<file path="src/rtl/ib_square_8_if.sv">
// Operand/result bundle for the 8-bit squarer.
// master drives the operand, slave returns the square.
interface ib_square_8_if;
  logic [7:0]  i_a;
  logic [15:0] o_c;

  modport master (
    output i_a,
    input  o_c
  );

  modport slave (
    input  i_a,
    output o_c
  );
endinterface

</file>
<file path="src/rtl/ib_square_8.sv">
// Registered 8-bit unsigned squarer built from a folded
// partial-product array, a carry-save tree and a ripple adder.
module ib_square_8 (
  input  logic         i_clk,
  input  logic         i_nrst,
  ib_square_8_if.slave bus
);

  function automatic logic [15:0] xor3(
    input logic [15:0] x,
    input logic [15:0] y,
    input logic [15:0] z
  );
    return x ^ y ^ z;
  endfunction

  // Majority shifted into its carry weight; bit 15 falls off,
  // which is safe because the true square fits in 16 bits.
  function automatic logic [15:0] maj3(
    input logic [15:0] x,
    input logic [15:0] y,
    input logic [15:0] z
  );
    return ((x & y) | (x & z) | (y & z)) << 1;
  endfunction

  logic [7:0]  a;
  logic [15:0] pp [8];

  assign a = bus.i_a;

  // Row 0 holds a[i] at 2i; row i+1 holds a[i]&a[j] at i+j+1.
  always_comb begin
    for (int r = 0; r < 8; r++) begin
      pp[r] = '0;
    end
    for (int i = 0; i < 8; i++) begin
      pp[0][2*i] = a[i];
    end
    for (int i = 0; i < 7; i++) begin
      for (int j = i + 1; j < 8; j++) begin
        pp[i+1][i+j+1] = a[i] & a[j];
      end
    end
  end

  logic [15:0] s1a, c1a, s1b, c1b;
  logic [15:0] s2a, c2a, s2b, c2b;
  logic [15:0] s3, c3;
  logic [15:0] s4, c4;

  assign s1a = xor3(pp[0], pp[1], pp[2]);
  assign c1a = maj3(pp[0], pp[1], pp[2]);
  assign s1b = xor3(pp[3], pp[4], pp[5]);
  assign c1b = maj3(pp[3], pp[4], pp[5]);

  assign s2a = xor3(s1a, c1a, s1b);
  assign c2a = maj3(s1a, c1a, s1b);
  assign s2b = xor3(c1b, pp[6], pp[7]);
  assign c2b = maj3(c1b, pp[6], pp[7]);

  assign s3 = xor3(s2a, c2a, s2b);
  assign c3 = maj3(s2a, c2a, s2b);

  assign s4 = xor3(s3, c3, c2b);
  assign c4 = maj3(s3, c3, c2b);

  logic [15:0] cy;
  logic [15:0] sq;

  assign cy[0] = 1'b0;

  for (genvar k = 0; k < 16; k++) begin : g_rca
    assign sq[k] = s4[k] ^ c4[k] ^ cy[k];
    if (k < 15) begin : g_cy
      assign cy[k+1] = (s4[k] & c4[k])
                     | (s4[k] & cy[k])
                     | (c4[k] & cy[k]);
    end
  end

  logic [15:0] c_q;

  always_ff @(posedge i_clk or negedge i_nrst) begin
    if (!i_nrst) begin
      c_q <= '0;
    end else begin
      c_q <= sq;
    end
  end

  assign bus.o_c = c_q;

endmodule

</file>
<file path="src/flat_wrapper.sv">
// flat-port wrapper written by rule: the top's interface ports become plain ports
module ib_square_8_flat 
  (i_clk, i_nrst, bus_i_a, bus_o_c);
  ib_square_8_if bus_i ();
  input  logic i_clk;
  input  logic i_nrst;
  input wire logic [$bits(bus_i.i_a)-1:0] bus_i_a;
  output wire logic [$bits(bus_i.o_c)-1:0] bus_o_c;
  assign bus_i.i_a = bus_i_a;
  assign bus_o_c = bus_i.o_c;
  ib_square_8 u_core (.i_clk(i_clk), .i_nrst(i_nrst), .bus(bus_i));
endmodule
</file>
<file path="config.mk">
export PLATFORM = sky130hd
export DESIGN_NAME = ib_square_8_flat
export DESIGN_NICKNAME = d
export VERILOG_FILES = /design/src/rtl/ib_square_8_if.sv /design/src/rtl/ib_square_8.sv /design/src/flat_wrapper.sv
export SDC_FILE = /design/constraint.sdc
export NUM_CORES = 1
export LEC_CHECK = 0
export CORE_MARGIN = 2
export CORE_UTILIZATION = 35
export DETAILED_ROUTE_END_ITERATION = 12
export PLACE_DENSITY = 0.63
export SYNTH_ARGS = -nofsm -noshare
export SYNTH_HDL_FRONTEND = slang
export SYNTH_SLANG_ARGS = --single-unit
</file>
<file path="constraint.sdc">
create_clock -name i_clk -period 0.8 [get_ports i_clk]
set_clock_uncertainty 0.2 [all_clocks]
set_input_delay 0.16 -clock i_clk [delete_from_list [all_inputs] [get_ports i_clk]]
set_output_delay 0.16 -clock i_clk [all_outputs]
set_load 0.005 [all_outputs]
</file>
==> summary.md <==
| Metric | Value |
|---|---|
| Outcome | `finished, violations left` |
| Failing checks | `hold timing, setup timing` |
| Via Count | `just over 900` |
| CP dominant cell by count | `fa_2` |
| XOR/XNOR Fraction of Synth Area | `0.0185` |
| Routed WL per cell | `about 11 microns` |
| Yosys warns | `0` |
| Largest net degree at the start of global routing | `16` |
| Post-DR vias/cell | `a little over 4` |
| Placed inst area | `1950 sq um` |
| Non-filler instance count after layout | `about 220` |
| Starting Density | `0.361` |
| WP buf/inv | `5` |
| Placed insts | `214` |
| Layout cells sized above 1 | `0.471` |
| Req. time, crit path | `a little over 0.7 ns` |
| Max-cap check violation count | `0` |
| Power per cell area | `1520 nW/um^2` |
| Share of the synthesized area in the top cell type | `0.264` |
| Synth Cell Area | `1420 sq um` |
| Placed wire-length estimate | `2.06 mm` |
| Syn Inst Count | `131` |
| Global Route Usage Sum | `0.120` |
| Final setup violation count | `28` |
| Yosys cell types | `13` |
| Final RePlAce weighted congestion | `approximately 0.79` |
| H-Tree Depth | `1` |
| Leakage power | `0.999 nW` |
| Mux share of post-synthesis cell area | `0` |
| Initial DRC Count | `6` |
| Most frequent cells in the layout | `27 x inv_1, 17 x buf_2, 16 x and2_1` |
| Largest family of logic cells by synthesized area | `adder cells` |
| Hold Vio Cnt, Final | `2` |
| Fin worst setup slack | `-3.92 ns` |
| Largest register FFs | `15` |
| First-pass GRT wire length | `4.06 mm` |
| Syn nets | `185` |
| Grt total ovfl | `0` |
| Fin crit share | `5.90` |
| Die H | `67.8 microns` |
| Post-synthesis sequential area ratio | `0.264` |
| Simple-gate share of the synthesized area | `0.133` |
| Min Hold Slack | `-0.0638 ns` |
| Delay-heaviest family, CP | `adder cells` |
| CTS root buf | `clkbuf_8` |
| Clock transition at path regs | `approximately 0.060 ns` |
| Max Freq | `roughly 210 MHz` |
| Initial antenna violation count | `0` |
| ANT nets after route | `0` |
| Die width | `67.8 microns` |
| CP cell instances | `buf_6 -> and2_4 -> fa_1 -> inv_1 -> fa_1 -> inv_2 -> ha_4 -> ha_4 -> inv_2 -> fa_2 -> fa_2 -> fa_2 -> fa_2 -> fa_2 -> fa_2 -> inv_2 -> fa_1` |
| Fin crit period | `about 4.7 ns` |
| Nets | `227` |
| Core area | `just under 4000 sq um` |
| Yosys top cell by area | `dfrtp_1` |
| Peak VDD IR | `0.000624 V` |
| Bufs on Longest Clock Path | `2` |
| Ant diodes | `0` |
| CTS tree | `done` |
| Worst-path maximum fanout | `3` |
| Final max-slew violation count | `0` |
| Hold crit path type | `input port to flop` |
| Critical path class | `input port to flop` |
| Crit path capture type | `flop` |
| P&R area growth vs syn | `45.6%` |
| Slowest-stage cell, CP | `fa_1` |
| Cell area after layout | `just over 2000 sq um` |
| # IOs | `26` |
| Slowest Stage Delay on Critical Path | `0.52 ns` |
| Commonest non-fill, non-tap cell in the layout | `inv_1` |
| Critical Path AT | `between 4 and 5 ns` |
| Port bufs | `24` |
| Start point of the critical path | `bus_i_a[6]` |
| DR pass1 iterations | `2` |
| RSZ-0062 raised after global routing | `true` |
| Number of remaining DRC errors | `0` |
| #FFs+latches synth | `15` |
| Area contributors post-synth | `dfrtp_1 26%, fa_1 25%, ha_1 23%` |
| Clk sink count | `15` |
| Final wirelength | `2.50 mm` |
| TritonCTS buffer count | `3` |
| Row count | `23` |
| Synth Area in Compound Gates | `0` |
| Hold_sp | `bus_i_a[0]` |
| Post-synthesis adder-cell area fraction | `0.482` |
| Vias in the first global route | `between 900 and 1000` |
| Pre-CTS setup slack | `-4.84 ns` |
| Avg Cell Area, Syn | `~11 sq um` |
| CP Launch Type | `input port` |
| Die area | `4590 sq um` |
| Overall power | `~3.1 mW` |
## Yosys cell counts
cell,n
nor2b_1,1
inv_1,36
and2_1,19
nand2_1,4
buf_4,1
xnor2_1,3
nand2b_1,2
ha_1,26
fa_1,18
dfrtp_1,15
and2_2,4
conb_1,1
nand2_2,1
## where the power goes
group | switching, mW | internal [mW] | leakage (nW) | total, mW
Sequential | 0.0420 | 0.982 | 0.180 | 1.02
Clock | 0.256 | 0.352 | 0.0228 | 0.609
Combinational | 0.727 | 0.780 | 0.796 | 1.51
## layout make-up
| type | count | area, sq um |
|---|---|---|
| Clock buffer | 4 | 45.0 |
| Fill cell | 337 | 1870 |
| Inverter | 36 | 135 |
| Multi-Input combinational cell | 79 | 1120 |
| Sequential cell | 15 | 375 |
| Tap cell | 50 | 62.6 |
| Timing Repair Buffer | 38 | 333 |
## repair_timing
item / 4_1_cts / 5_1_grt
buffers inserted: 3 / 2
gates resized for setup: 118 / 16
pin swaps: 15 / 8
hold endpoints to repair: 2 / 2
endpoints found under the setup margin: 30 / 28
## cells by family after synthesis
kind of cell | count (synthesis)
fa+ha+maj | 44
flops | 15
simple gates | 31
buf+inv | 37
xor+xnor | 3
other cells | 1
## layer usage
layer / up-vias / wire length [microns] / GRT usage
met5: - / 0 / 0
met2: 15 / 1280 / 0.195
li1: 463 / - / -
met3: 4 / 72 / 0.0117
met1: 433 / 1100 / 0.155
met4: 0 / 47 / 0.0663
## worst paths after layout
check,endpoint,slack (ns),cells after the start
min,u_core.bus.o_c[0],-0.06,2
max in group asynchronous,u_core.bus.o_c[8],0.24,2
max,u_core.bus.o_c[14],-3.92,17
min in group asynchronous,u_core.bus.o_c[6],0.04,2
## through the flow
| step | hold WS, ns | utilization | setup TNS, ns |
|---|---|---|---|
| after CTS | -0.0773 | 0.506 | -32.77 |
| after global routing | -0.0693 | 0.525 | -33.49 |
| after floorplan | -0.336 | - | -29.04 |
| final | -0.0638 | 0.525 | -32.33 |
| after global placement | 0.303 | 0.495 | -45.10 |
| after detailed placement | 0.305 | 0.495 | -45.33 |
Power figures use the tool's default switching activity.
